`config.mk`:
```
export PLATFORM = sky130hd
export DESIGN_NAME = dead_time_gen_flat
export DESIGN_NICKNAME = d
export VERILOG_FILES = /design/src/rtl/dead_time_pkg.sv /design/src/rtl/dead_time_gen_if.sv /design/src/rtl/dead_time_gen_leg.sv /design/src/rtl/dead_time_gen.sv /design/src/flat_wrapper.sv
export SDC_FILE = /design/constraint.sdc
export NUM_CORES = 1
export LEC_CHECK = 0
export ABC_AREA = 1
export CAP_MARGIN = 25
export CORE_MARGIN = 2
export CORE_UTILIZATION = 40
export DETAILED_ROUTE_END_ITERATION = 7
export GPL_TIMING_DRIVEN = 0
export SYNTH_ARGS = -nofsm -noshare
export SYNTH_HDL_FRONTEND = slang
export SYNTH_SLANG_ARGS = --single-unit
```
`constraint.sdc`:
```
create_clock -name clk -period 3.29 [get_ports clk]
set_input_delay 0.658 -clock clk [delete_from_list [all_inputs] [get_ports clk]]
set_output_delay 0.658 -clock clk [all_outputs]
set_load 0.005 [all_outputs]
```
`src/rtl/dead_time_pkg.sv`:
```
// Shared definitions for the dead-time generator: leg state encoding and output decode helpers.
package dead_time_pkg;

  localparam int NUM_LEGS = 3;

  typedef enum logic [1:0] {
    OFF   = 2'd0,
    HS_ON = 2'd1,
    LS_ON = 2'd2,
    DEAD  = 2'd3
  } leg_state_e;

  // Gate decode: only one conducting state per side, so the two can never be high together.
  function automatic logic leg_hs(leg_state_e s);
    return (s == HS_ON);
  endfunction

  function automatic logic leg_ls(leg_state_e s);
    return (s == LS_ON);
  endfunction

endpackage

```
`src/rtl/dead_time_gen_if.sv`:
```
// Control and gate-drive bundle between the SPWM controller (master) and the dead-time stage (slave).
interface dead_time_gen_if #(
  parameter int DT_W = 8
);
  import dead_time_pkg::*;

  logic                en;
  logic [DT_W-1:0]     dead_time;
  logic [NUM_LEGS-1:0] pwm_in;
  logic                fault_n;
  logic                fault_clr;
  logic [NUM_LEGS-1:0] hs_out;
  logic [NUM_LEGS-1:0] ls_out;
  logic                fault_latched;

  modport master (
    output en,
    output dead_time,
    output pwm_in,
    output fault_n,
    output fault_clr,
    input  hs_out,
    input  ls_out,
    input  fault_latched
  );

  modport slave (
    input  en,
    input  dead_time,
    input  pwm_in,
    input  fault_n,
    input  fault_clr,
    output hs_out,
    output ls_out,
    output fault_latched
  );

endinterface

```
`src/rtl/dead_time_gen_leg.sv`:
```
// One inverter leg: OFF/HS_ON/LS_ON/DEAD state machine, dead-interval counter and registered gate enables.
module dt_leg
  import dead_time_pkg::*;
#(
  parameter int DT_W = 8
) (
  input  logic            clk,
  input  logic            rst,
  input  logic            kill,
  input  logic [DT_W-1:0] dead_time,
  input  logic            pwm,
  output logic            hs,
  output logic            ls
);

  leg_state_e      state_q, state_d;
  logic [DT_W-1:0] cnt_q, cnt_d;
  logic            hs_q, hs_d;
  logic            ls_q, ls_d;
  logic [DT_W-1:0] dt_eff;

  // A programmed zero still yields one dead cycle.
  assign dt_eff = (dead_time == '0) ? DT_W'(1) : dead_time;

  always_comb begin
    state_d = state_q;
    cnt_d   = cnt_q;
    if (kill) begin
      state_d = OFF;
    end else begin
      case (state_q)
        OFF: begin
          state_d = DEAD;
          cnt_d   = dt_eff;
        end
        HS_ON: begin
          if (!pwm) begin
            state_d = DEAD;
            cnt_d   = dt_eff;
          end
        end
        LS_ON: begin
          if (pwm) begin
            state_d = DEAD;
            cnt_d   = dt_eff;
          end
        end
        DEAD: begin
          // Exit target is whatever pwm says at expiry; toggles inside the interval are ignored.
          if (cnt_q == DT_W'(1)) begin
            state_d = pwm ? HS_ON : LS_ON;
          end else begin
            cnt_d = cnt_q - DT_W'(1);
          end
        end
        default: state_d = OFF;
      endcase
    end
    hs_d = leg_hs(state_d);
    ls_d = leg_ls(state_d);
  end

  always_ff @(posedge clk) begin
    if (rst) begin
      state_q <= OFF;
      cnt_q   <= '0;
      hs_q    <= 1'b0;
      ls_q    <= 1'b0;
    end else begin
      state_q <= state_d;
      cnt_q   <= cnt_d;
      hs_q    <= hs_d;
      ls_q    <= ls_d;
    end
  end

  assign hs = hs_q;
  assign ls = ls_q;

endmodule

```
`src/rtl/dead_time_gen.sv`:
```
// Three-leg complementary gate driver with programmable dead time, enable and latched fault trip.
module dead_time_gen
  import dead_time_pkg::*;
#(
  parameter int DT_W     = 8,
  parameter int FLT_SYNC = 2
) (
  input  logic            clk,
  input  logic            rst,
  dead_time_gen_if.slave  bus
);

  logic [NUM_LEGS-1:0] pwm_q, pwm_d;
  logic [FLT_SYNC-1:0] sync_q, sync_d;
  logic                fault_latched_q, fault_latched_d;
  logic                fault_s;
  logic                kill;
  logic [NUM_LEGS-1:0] hs_w;
  logic [NUM_LEGS-1:0] ls_w;

  assign fault_s = sync_q[FLT_SYNC-1];

  // The live synchronised fault is included so legs drop on the same edge the latch sets.
  assign kill = fault_latched_q | ~fault_s | ~bus.en;

  always_comb begin
    pwm_d  = bus.pwm_in;
    sync_d = {sync_q[FLT_SYNC-2:0], bus.fault_n};
    fault_latched_d = fault_latched_q;
    if (!fault_s) begin
      fault_latched_d = 1'b1;
    end else if (bus.fault_clr) begin
      fault_latched_d = 1'b0;
    end
  end

  always_ff @(posedge clk) begin
    if (rst) begin
      pwm_q           <= '0;
      sync_q          <= '1;
      fault_latched_q <= 1'b0;
    end else begin
      pwm_q           <= pwm_d;
      sync_q          <= sync_d;
      fault_latched_q <= fault_latched_d;
    end
  end

  generate
    for (genvar gi = 0; gi < NUM_LEGS; gi++) begin : g_leg
      dt_leg #(
        .DT_W (DT_W)
      ) u_leg (
        .clk       (clk),
        .rst       (rst),
        .kill      (kill),
        .dead_time (bus.dead_time),
        .pwm       (pwm_q[gi]),
        .hs        (hs_w[gi]),
        .ls        (ls_w[gi])
      );
    end
  endgenerate

  assign bus.hs_out        = hs_w;
  assign bus.ls_out        = ls_w;
  assign bus.fault_latched = fault_latched_q;

endmodule
```
`src/flat_wrapper.sv`:
```
// flat-port wrapper written by rule: the top's interface ports become plain ports
module dead_time_gen_flat import dead_time_pkg::*;
#(
  parameter int DT_W     = 8,
  parameter int FLT_SYNC = 2
)
  (clk, rst, bus_en, bus_dead_time, bus_pwm_in, bus_fault_n, bus_fault_clr, bus_hs_out, bus_ls_out, bus_fault_latched);
  dead_time_gen_if #(.DT_W(DT_W)) bus_i ();
  input  logic clk;
  input  logic rst;
  input wire logic [$bits(bus_i.en)-1:0] bus_en;
  input wire logic [$bits(bus_i.dead_time)-1:0] bus_dead_time;
  input wire logic [$bits(bus_i.pwm_in)-1:0] bus_pwm_in;
  input wire logic [$bits(bus_i.fault_n)-1:0] bus_fault_n;
  input wire logic [$bits(bus_i.fault_clr)-1:0] bus_fault_clr;
  output wire logic [$bits(bus_i.hs_out)-1:0] bus_hs_out;
  output wire logic [$bits(bus_i.ls_out)-1:0] bus_ls_out;
  output wire logic [$bits(bus_i.fault_latched)-1:0] bus_fault_latched;
  assign bus_i.en = bus_en;
  assign bus_i.dead_time = bus_dead_time;
  assign bus_i.pwm_in = bus_pwm_in;
  assign bus_i.fault_n = bus_fault_n;
  assign bus_i.fault_clr = bus_fault_clr;
  assign bus_hs_out = bus_i.hs_out;
  assign bus_ls_out = bus_i.ls_out;
  assign bus_fault_latched = bus_i.fault_latched;
  dead_time_gen #(.DT_W(DT_W), .FLT_SYNC(FLT_SYNC)) u_core (.clk(clk), .rst(rst), .bus(bus_i));
endmodule
```
==> metrics.yaml <==
synth_top_cell_by_area: "dfxtp_1"
die_y_um: 83.41
synth.top_cell.area_share_pct: 33.33
rr_endpoint: "u_core.g_leg[0].u_leg.cnt_q[5]"
synth_xor_area_share_pct: 0
drive_above_1_share_pct: 12.00
synth_cell_type_count: 29
fin_area_um2: 2917
drv_slew: 0
muxShareOfSynthArea_pct: 0
vias: 2400
postCtsSetupBuffers: 0
hold_end: "u_core.sync_q[1]"
syn_avg_cell_area_um2: 6.370
grt_pass1_wl_mm: 10.04
hp-class: "register to register"
placed_cell_area_um2: 2826
pre_cts_ws_ns: 1.115
std_cell_rows: 28
drc: 0
cts_tree: "yes"
synth_area_um2: 2522
fin_util_pct: 48.68
fin_worst_skew_ns: 0.008130
r2r-start: "u_core.g_leg[0].u_leg.cnt_q[1]"
synth-warning-count: 0
drtPass1Iterations: 4
drt-initial-drc-count: 143
reg2reg_depth: 9
ys_seq_area_share_pct: 33.33
crit_chain: "clkdlybuf4s50_1"
cpPeakStageDelay_ns: 0.55
cp_max_fo: 3
synth_top_family_by_area: "simple AND/OR/NAND/NOR gates"
start_util_pct: 42.11
path_class: "register to output pin"
clockBufferDepth: 2
core_um2: 5991
routed_wirelength_mm: 5.955
antenna_found_initial: 0
place_congestion: 0.8927
insertion_delay_ns: 0.30
post_cts_resized: 0
r2r_slack_ns: 1.84
wire_per_inst_um: 11.91
die_area_um2: 6957
first_global_vias: 2094
setup_tns_ns: 0
powerDensity_nw_per_um2: 422.0
status: "completed"
layout.cells.non_filler: 500
viasPerCell: 4.800
min_from: "u_core.sync_q[0]"
ctsHoldBuffers: 0
hold_path_depth: 1
num_io_pins: 23
cts_buffers: 5
fin_crit_ns: 1.956
area_delta_synth_final_pct: 15.63
finalSetupViolations: 0
crit_arrival_ns: 1.30
diodes: 0
critPathLaunchType: "register"
cts_root_buf: "clkbuf_8"
path_clk_slew_ns: 0.09
grt_usage_pct: 17.66
synthCells: 396
max-vdd-ir-drop_mv: 0.2001
critical_path.top_delay_family: "buffers and inverters"
cp_slowest_cell: "clkdlybuf4s50_1"
ant_nets: 0
finalCritPeriodShare_pct: 59.46
hold_viol: 0
synth_compound_area_share_pct: 12.35
max-slew-margin-rel_pct: 60.01
cts_num_sinks: 42
synth_nets: 418
fp.dieW_um: 83.41
synth_fa_ha_area_share_pct: 2.976
dp.cells: 492
grt_overflow: 0
grt_max_degree: 15
fin_nets: 446
tightest_slew_ns: 0.5998
synth_area_leaders: "dfxtp_1 (33%), nand2_1 (14%), nor2_1 (8.5%), inv_1 (7.9%), nand3_1 (7.1%)"
finalWorstSetupSlack_ns: 1.334
yosys.area_share.simple_pct: 38.24
hpwl_mm: 4.436
p_leak_uw: 0.001360
cp_num_buf_inv: 1
rsz0062_at_grt: "false"
cp-end-kind: "output pin"
io_buffers: 21
cap_violations: 0
max_freq_mhz: 511.2
critPathRequiredTime_ns: 2.63
ys_ff_latch: 42
ctsHtreeMaxLevel: 2
-- worst max-delay path by stage --
stage	start	to	cells past startpoint
2_1_floorplan	bus_en	u_core.g_leg[2].u_leg.cnt_q[0]	8
3_3_place_gp	bus_en	u_core.g_leg[2].u_leg.cnt_q[0]	9
3_5_place_dp	bus_en	u_core.g_leg[2].u_leg.cnt_q[0]	9
4_1_cts	u_core.bus.fault_latched	bus_fault_latched	1
5_1_grt	u_core.bus.fault_latched	bus_fault_latched	1
6_report	u_core.bus.fault_latched	bus_fault_latched	1
-- cell families (layout without fill, tap and decap cells) --
logic type	after synthesis	after routing
simple gates	213	213
buf+inv	76	105
compound gates	59	59
flops	42	42
fa+ha+maj	6	6
-- placed cells by master (no fill, tap or decap), drive strengths merged --
cell type / instances
and2: 3
buf: 12
nor2: 64
nand3: 39
clkdlybuf4s50: 21
a31oi: 2
o21bai: 2
o22ai: 1
clkinv: 2
clkbuf: 8
ha: 6
dfxtp: 42
a21oi: 25
nand4: 1
or2: 2
inv: 61
nand2: 100
o21ai: 29
nor3: 4
clkinvlp: 1
-- worst reg2reg max path, delay by kind of cell (launching register included) --
family                   cells  cell delay [ns]
AO/OA/AOI/OAI                1             0.06
adder cells (fa/ha/maj)      1             0.16
buffers and inverters        3             0.23
flip-flops                   1             0.32
AND/OR/NAND/NOR              4             0.54
-- sequential cells by signal, summed over array words and instances (netlist names) --
signal                      cells
u_core.pwm_q                    3
u_core.g_leg.u_leg.cnt_q       24
u_core.bus.fault_latched        1
u_core.g_leg.u_leg.state_q      6
u_core.g_leg.u_leg.hs           3
u_core.sync_q                   2
u_core.g_leg.u_leg.ls           3
-- synthesized netlist by cell type (all sizes together) --
library cell,number
a21oi,25
a31oi,2
and2,3
buf,12
clkbuf,3
dfxtp,42
ha,6
inv,61
nand2,100
nand3,39
nand4,1
nor2,64
nor3,4
o21ai,29
o21bai,2
o22ai,1
or2,2
-- layer usage --
layer / part of all wire (%) / track usage (%) / vias up
met5: 0 / 0 / -
met4: 1.1 / 4.545 / 0
met3: 4.0 / 3.678 / 6
met2: 46 / 28.67 / 45
met1: 48 / 23.98 / 1060
li1: - / - / 1289
-- metrics by stage --
| step | hold WS, ns | power (µW) |
|---|---|---|
| finish | 0.4171 | 1231 |
| CTS | 0.4193 | 1241 |
| floorplan | 0.3895 | 806.9 |
| global route | 0.4429 | 1310 |
| global placement | 0.3922 | 889.3 |
| detailed placement | 0.3975 | 892.4 |
-- final cells by class --
type / count / area, µm²
buffer: 15 / 101.3
inverter: 61 / 229.0
clock buffer: 5 / 68.82
timing repair buffer: 21 / 210.2
clock inverter: 3 / 21.27
sequential: 42 / 840.8
fill: 619 / 3074
tap: 75 / 93.84
multi-input combinational: 278 / 1351
-- power by group --
part	switching, µW	leakage, µW	internal, µW	total (µW)
Sequential	28.0	0.000346	546	573
Combinational	186	0.000969	122	308
Clock	200	0.0000441	150	349
Total	413	0.00136	817	1230
No activity file was read; power rests on OpenSTA's default activity.
